[src/rtl/memaccess_ctrl_if.sv]
// Command, memory-port and status signals of the LC3 memory-access stage.
// slave is the controller's view; master is the view of whatever drives it.
interface memaccess_ctrl_if #(
  parameter int DW = 16,
  parameter int AW = 16
);
  logic [1:0]    mem_state;
  logic          M_control;
  logic [AW-1:0] M_addr;
  logic [DW-1:0] M_Data;
  logic [DW-1:0] DMem_dout;
  logic          DMem_rdy;
  logic [AW-1:0] DMem_addr;
  logic [DW-1:0] DMem_din;
  logic          DMem_rd;
  logic          DMem_en;
  logic [DW-1:0] memout;
  logic          busy;
  logic          done;
  logic          err;

  // Memory handshake: a phase is offered while DMem_en=1 and completes on the
  // cycle DMem_rdy=1; DMem_addr/DMem_rd/DMem_din stay stable until then.
  modport slave (
    input  mem_state, M_control, M_addr, M_Data, DMem_dout, DMem_rdy,
    output DMem_addr, DMem_din, DMem_rd, DMem_en, memout, busy, done, err
  );

  modport master (
    output mem_state, M_control, M_addr, M_Data, DMem_dout, DMem_rdy,
    input  DMem_addr, DMem_din, DMem_rd, DMem_en, memout, busy, done, err
  );
endinterface

[src/rtl/memaccess_ctrl.sv]
// Memory-access stage controller: sequences direct/indirect reads and writes
// over a variable-latency memory port, with an optional per-phase timeout.
module memaccess_ctrl #(
  parameter int DW      = 16,
  parameter int AW      = 16,
  parameter int TIMEOUT = 0,
  parameter int TW      = 8
) (
  input  logic            clock,
  input  logic            reset,
  memaccess_ctrl_if.slave bus,
  output logic [1:0]      state_dbg
);

  typedef enum logic [1:0] {
    IDLE = 2'd0,
    PTR  = 2'd1,
    ACC  = 2'd2,
    FIN  = 2'd3
  } state_t;

  localparam logic [1:0] OP_IND = 2'b00;
  localparam logic [1:0] OP_WR  = 2'b10;
  localparam logic [1:0] OP_NOP = 2'b11;

  state_t        state_q, state_d;
  logic [AW-1:0] addr_q;
  logic [DW-1:0] data_q;
  logic [1:0]    op_q;
  logic [DW-1:0] memout_q;
  logic [TW-1:0] cnt_q;
  logic          in_phase;
  logic          is_write;
  logic          abort;
  logic          en;

  always_comb begin
    in_phase = (state_q == PTR) || (state_q == ACC);
    is_write = (state_q == ACC) && (op_q == OP_WR);
    abort    = (TIMEOUT != 0) && in_phase && !bus.DMem_rdy && (cnt_q == TW'(TIMEOUT));
    state_d  = state_q;
    case (state_q)
      IDLE: if (bus.mem_state != OP_NOP)
              state_d = (bus.M_control || bus.mem_state == OP_IND) ? PTR : ACC;
      PTR:  if (abort)             state_d = IDLE;
            else if (bus.DMem_rdy) state_d = (op_q == OP_IND) ? FIN : ACC;
      ACC:  if (abort)             state_d = IDLE;
            else if (bus.DMem_rdy) state_d = FIN;
      FIN:  state_d = IDLE;
    endcase
  end

  // An aborting cycle already drops the port and busy, so err lines up with
  // the last cycle the memory was waited on.
  always_comb begin
    en            = in_phase && !abort;
    bus.DMem_en   = en;
    bus.DMem_rd   = en && !is_write;
    bus.DMem_addr = en ? addr_q : '0;
    bus.DMem_din  = (en && is_write) ? data_q : '0;
    bus.busy      = en;
    bus.done      = (state_q == FIN);
    bus.err       = abort;
    bus.memout    = memout_q;
    state_dbg     = state_q;
  end

  always_ff @(posedge clock) begin
    if (reset) begin
      state_q  <= IDLE;
      addr_q   <= '0;
      data_q   <= '0;
      op_q     <= OP_NOP;
      memout_q <= '0;
      cnt_q    <= '0;
    end else begin
      state_q <= state_d;
      case (state_q)
        IDLE: if (bus.mem_state != OP_NOP) begin
                addr_q <= bus.M_addr;
                data_q <= bus.M_Data;
                op_q   <= bus.mem_state;
              end
        // The pointer replaces the captured address for the data phase.
        PTR:  if (bus.DMem_rdy) begin
                addr_q <= bus.DMem_dout[AW-1:0];
                if (op_q == OP_IND) memout_q <= bus.DMem_dout;
              end
        ACC:  if (bus.DMem_rdy && op_q != OP_WR) memout_q <= bus.DMem_dout;
        FIN:  ;
      endcase
      if (state_d != state_q)
        cnt_q <= '0;
      else if (in_phase && !bus.DMem_rdy && cnt_q != {TW{1'b1}})
        cnt_q <= cnt_q + 1'b1;
    end
  end

endmodule

[src/flat_wrapper.sv]
// flat-port wrapper written by rule: the top's interface ports become plain ports
module memaccess_ctrl_flat 
#(
  parameter int DW      = 16,
  parameter int AW      = 16,
  parameter int TIMEOUT = 0,
  parameter int TW      = 8
)
  (clock, reset, state_dbg, bus_mem_state, bus_M_control, bus_M_addr, bus_M_Data, bus_DMem_dout, bus_DMem_rdy, bus_DMem_addr, bus_DMem_din, bus_DMem_rd, bus_DMem_en, bus_memout, bus_busy, bus_done, bus_err);
  memaccess_ctrl_if #(.DW(DW), .AW(AW)) bus_i ();
  input  logic clock;
  input  logic reset;
  output logic [1:0] state_dbg;
  input wire logic [$bits(bus_i.mem_state)-1:0] bus_mem_state;
  input wire logic [$bits(bus_i.M_control)-1:0] bus_M_control;
  input wire logic [$bits(bus_i.M_addr)-1:0] bus_M_addr;
  input wire logic [$bits(bus_i.M_Data)-1:0] bus_M_Data;
  input wire logic [$bits(bus_i.DMem_dout)-1:0] bus_DMem_dout;
  input wire logic [$bits(bus_i.DMem_rdy)-1:0] bus_DMem_rdy;
  output wire logic [$bits(bus_i.DMem_addr)-1:0] bus_DMem_addr;
  output wire logic [$bits(bus_i.DMem_din)-1:0] bus_DMem_din;
  output wire logic [$bits(bus_i.DMem_rd)-1:0] bus_DMem_rd;
  output wire logic [$bits(bus_i.DMem_en)-1:0] bus_DMem_en;
  output wire logic [$bits(bus_i.memout)-1:0] bus_memout;
  output wire logic [$bits(bus_i.busy)-1:0] bus_busy;
  output wire logic [$bits(bus_i.done)-1:0] bus_done;
  output wire logic [$bits(bus_i.err)-1:0] bus_err;
  assign bus_i.mem_state = bus_mem_state;
  assign bus_i.M_control = bus_M_control;
  assign bus_i.M_addr = bus_M_addr;
  assign bus_i.M_Data = bus_M_Data;
  assign bus_i.DMem_dout = bus_DMem_dout;
  assign bus_i.DMem_rdy = bus_DMem_rdy;
  assign bus_DMem_addr = bus_i.DMem_addr;
  assign bus_DMem_din = bus_i.DMem_din;
  assign bus_DMem_rd = bus_i.DMem_rd;
  assign bus_DMem_en = bus_i.DMem_en;
  assign bus_memout = bus_i.memout;
  assign bus_busy = bus_i.busy;
  assign bus_done = bus_i.done;
  assign bus_err = bus_i.err;
  memaccess_ctrl #(.DW(DW), .AW(AW), .TIMEOUT(TIMEOUT), .TW(TW)) u_core (.clock(clock), .reset(reset), .bus(bus_i), .state_dbg(state_dbg));
endmodule
[config.mk]
export PLATFORM = sky130hd
export DESIGN_NAME = memaccess_ctrl_flat
export DESIGN_NICKNAME = d
export VERILOG_FILES = /design/src/rtl/memaccess_ctrl_if.sv /design/src/rtl/memaccess_ctrl.sv /design/src/flat_wrapper.sv
export SDC_FILE = /design/constraint.sdc
export NUM_CORES = 1
export LEC_CHECK = 0
export BUFFER_PORTS_ARGS = -buffer_cell sky130_fd_sc_hd__clkbuf_2
export CORE_ASPECT_RATIO = 0.9
export CORE_MARGIN = 2
export CORE_UTILIZATION = 48
export CTS_CLUSTER_DIAMETER = 150
export DETAILED_ROUTE_END_ITERATION = 8
export GPL_ROUTABILITY_DRIVEN = 0
export PLACE_DENSITY = 0.79
export SLEW_MARGIN = 20
export SYNTH_ARGS = -nofsm -noshare
export SYNTH_HDL_FRONTEND = slang
export SYNTH_SLANG_ARGS = --single-unit
export TNS_END_PERCENT = 1
[constraint.sdc]
create_clock -name clock -period 4.7 [get_ports clock]
set_input_delay 0.47 -clock clock [delete_from_list [all_inputs] [get_ports clock]]
set_output_delay 0.47 -clock clock [all_outputs]
set_load 0.01 [all_outputs]
==> implementation parameters <==
Parameter                              Value

Setup path
  Worst setup slack for register-to-register paths    2.49 ns
  Count of buffering cells on the critical path with inverters included    2
  R2r endpoint    u_core.addr_q[13]
  Required time of the critical path    4.23 ns
  Crit path max-delay cell type    sky130_fd_sc_hd__ha_1
  List of cells traversed by the critical path    inv_1 -> ha_1 -> and3_1 -> and2_1 -> clkbuf_2
  Cell type group with the largest total delay on the critical path    simple AND/OR/NAND/NOR gates
  Stages on the worst setup path    5
  Worst Setup SP    u_core.state_dbg[0]
  Crit path DAT    2.39 ns
  Critical path's largest stage delay    0.67 ns
  Startpoint of the worst register-to-register path    u_core.state_dbg[1]
  Sort of element at the end of the critical path    primary output
  Type of origin of the critical path    register
  Reg2Reg Depth    6
  Critical path destination    bus_DMem_din[11]
  CP max FO    20
  Type of the worst setup path    reg -> out

CTS
  Clk slew on worst S/H paths    0.09 ns
  Clock buffer count from CTS    5
  Clock Latency Late Sink    0.30 ns
  Clock tree from TritonCTS    done
  Clk sinks    52
  Root Buffer Master    sky130_fd_sc_hd__clkbuf_8
  Count of instances resized after the clock tree is built    0
  Hold-fix buffer count after cts    0
  Max clock buf depth    2
  Post-CTS setup-driven buffer insertion count    0
  Total number of H-tree levels    2

Logic synthesis
  Number of flops mapped to enable cells by yosys    0
  Synthesized instance count    272
  Number of register bits inferred by synthesis    52
  Yosys synthesis warning count    0
  Number of distinct standard cells referenced by the synthesized netlist    27
  Synthesized cell area    2440 sq um
  Main flop type after synthesis    sky130_fd_sc_hd__dfxtp_1
  Synth async-reset ratio    0%
  Seq/Total Area, Yosys    42.6%
  Synth Area per Inst    8.97 sq um
  Syn Nets    332

Power
  Proportion of power drawn by the clock network    21.5%
  Fraction of power spent switching nets    37.8%
  Lkg Pwr    1.56 nW
  Internal Power    1.18 mW
  Total power divided by cell area    611 nW/um^2
  Power share of the sequential group    33.4%
  Psw    0.719 mW
  Worst vdd rail ir drop    0.382 mV
  Proportion of power drawn by combinational gates    45.1%

Cells and area
  Filler Cell Count    454
  Utilization after layout    64.0%
  Final instance area    3110 sq um
  Antenna diode count    0
  Non-Filler Instances    433
  Fraction of final layout cells sized beyond drive strength 1    34.5%
  Final #Nets    427
  Multi-input combinational cell area    1280 sq um
  Sequential Area    1040 sq um
  Layout overhead on the synthesized area    27.5%

STA
  Total count of hold-check failures in the final report    0
  Unrepaired setup endpoints after global routing    no
  Share of the cycle needed by the critical path after routing    60.8%
  Aggregate negative setup slack    0 ns
  Min cycle time layout    2.86 ns
  Worst hold slack    0.387 ns
  FMAX    350 MHz
  Slew at the pin with the worst max-slew slack    1.09 ns
  Number of max-slew violations in the final report    0
  Max transition margin    27.7%
  Final clock skew    0.00979 ns
  Count of endpoints failing setup in the final report    0

Routing
  Via count of the routed design    2126
  Post-detailed-route DRC marker count    0
  Iter 0 DRT Violations    105
  Remaining antenna violation count after routing    0
  Detailed Route WL    5380 microns
  Vias per cell    4.91
  Number of iterations in the first detailed-routing pass    4
  Wire length per cell after detailed routing    12.4 microns

Floorplanning
  Die Height    71.7 microns
  Die outline width    79.2 microns
  I/O pin total    109
  Overall die area    5670 sq um
  Core Box Area    4860 sq um
  Initial core utilization    50.2%
  Placement Rows    24

GRT
  Pin count of the biggest net entering global routing    53
  M2 GR Usage    31.2%
  Wire length of the first global-routing pass    8470 microns
  Number of antenna violations at the first check in global routing    0
  Met1 track demand over resource in global routing    24.7%
  Met3 track utilization from global routing    4.03%
  Global routing usage summed across all routing layers    18.8%
  Number of global-route vias before repair    1942
  GR Overflow Total    0
  Most crowded layer after global routing    met2

Placement
  Placement-stage cell area    2950 sq um
  Port Buf Inserts    107
  Detailed placer's ending HPWL    3910 microns
  Placed cells    425

Status
  Status    finished clean

Job
  Number of maximum-capacitance violations    0

Hold path
  Class of the most critical hold timing path    in -> reg
  WHS Path Cells    3
-- cell families after synthesis --
kind of cell | count (synthesis) | synth area share [%]
adders and majority gates | 6 | 3.08
muxes | 33 | 13.5
DFF | 52 | 42.6
and+or+nand+nor | 116 | 22.1
AOI/OAI and AO/OA | 41 | 13.4
other | 1 | 0.154
buffers and inverters | 23 | 5.07
-- metal layers --
metal,routed length [microns],up-vias,share of wire (%)
met5,0,-,0
met2,2540,71,47
li1,-,1094,-
met4,48,0,0.89
met3,399,4,7.4
met1,2400,957,45
-- synthesized netlist by cell type (4+ instances only) --
| master | count | area (sq um) |
|---|---|---|
| sky130_fd_sc_hd__clkbuf_1 | 5 | 18.8 |
| sky130_fd_sc_hd__a211oi_2 | 10 | 125 |
| sky130_fd_sc_hd__buf_2 | 6 | 30.0 |
| sky130_fd_sc_hd__nand2_1 | 39 | 146 |
| sky130_fd_sc_hd__buf_4 | 4 | 30.0 |
| sky130_fd_sc_hd__a21oi_1 | 18 | 90.1 |
| sky130_fd_sc_hd__mux2i_1 | 33 | 330 |
| sky130_fd_sc_hd__nor2_1 | 37 | 139 |
| sky130_fd_sc_hd__and2_1 | 33 | 206 |
| sky130_fd_sc_hd__a211oi_1 | 8 | 60.1 |
| sky130_fd_sc_hd__ha_1 | 6 | 75.1 |
| sky130_fd_sc_hd__dfxtp_1 | 52 | 1040 |
-- through the flow --
step                total power [mW]  setup slack [ns]
floorplan                       1.31              2.59
global placement                1.49              2.26
detailed placement              1.52              2.16
CTS                             1.93              1.82
global route                    2.04              1.59
finish                          1.90              1.84
-- worst min-delay path by stage --
stage	start	slack, ns	endpoint
after global placement	u_core.data_q[8]	0.44	u_core.data_q[8]
after floorplan	u_core.data_q[0]	0.43	u_core.data_q[0]
after detailed placement	u_core.data_q[12]	0.44	u_core.data_q[12]
final	bus_M_Data[2]	0.39	u_core.data_q[2]
after CTS	bus_M_Data[2]	0.38	u_core.data_q[2]
after global routing	bus_M_Data[15]	0.39	u_core.data_q[15]
-- placed cells by master, fill, tap and decap left out, drive strengths merged, types with 2 or more instances in the layout --
| master | Yosys | final |
|---|---|---|
| clkbuf | 5 | 111 |
| a21oi | 18 | 18 |
| nor2 | 37 | 37 |
| bufinv | 0 | 3 |
| and2 | 33 | 33 |
| mux2i | 33 | 33 |
| dfxtp | 52 | 52 |
| inv | 3 | 3 |
| a211oi | 18 | 18 |
| buf | 15 | 2 |
| nand3b | 2 | 2 |
| ha | 6 | 6 |
| nand2 | 39 | 39 |
-- state kept, by name, summed over array words and instances, names as in the netlist --
signal	cells
u_core.bus.memout	16
u_core.addr_q	16
u_core.data_q	16
u_core.op_q	2
u_core.state_dbg	2
-- worst min-delay path: cells and delay by family --
family | cells | cell delay [ns]
compound gates | 1 | 0.05
simple gates | 1 | 0.04
buf+inv | 1 | 0.08
-- power groups by stage --
stage	Clock [mW]	Sequential, mW	Combinational [mW]
after floorplan	0	0.648	0.661
after global placement	0	0.639	0.852
after detailed placement	0	0.647	0.870
after CTS	0.420	0.637	0.872
after global routing	0.433	0.650	0.959
final	0.408	0.636	0.858
-- layout make-up --
class	instances	share of cell area, %
inverter	3	0.362
timing repair buffer	108	17.5
sequential	52	33.5
multi-input combinational	197	41.0
clock inverter	3	2.90
clock buffer	5	2.21
tap	65	2.61
Power figures use the tool's default switching activity.
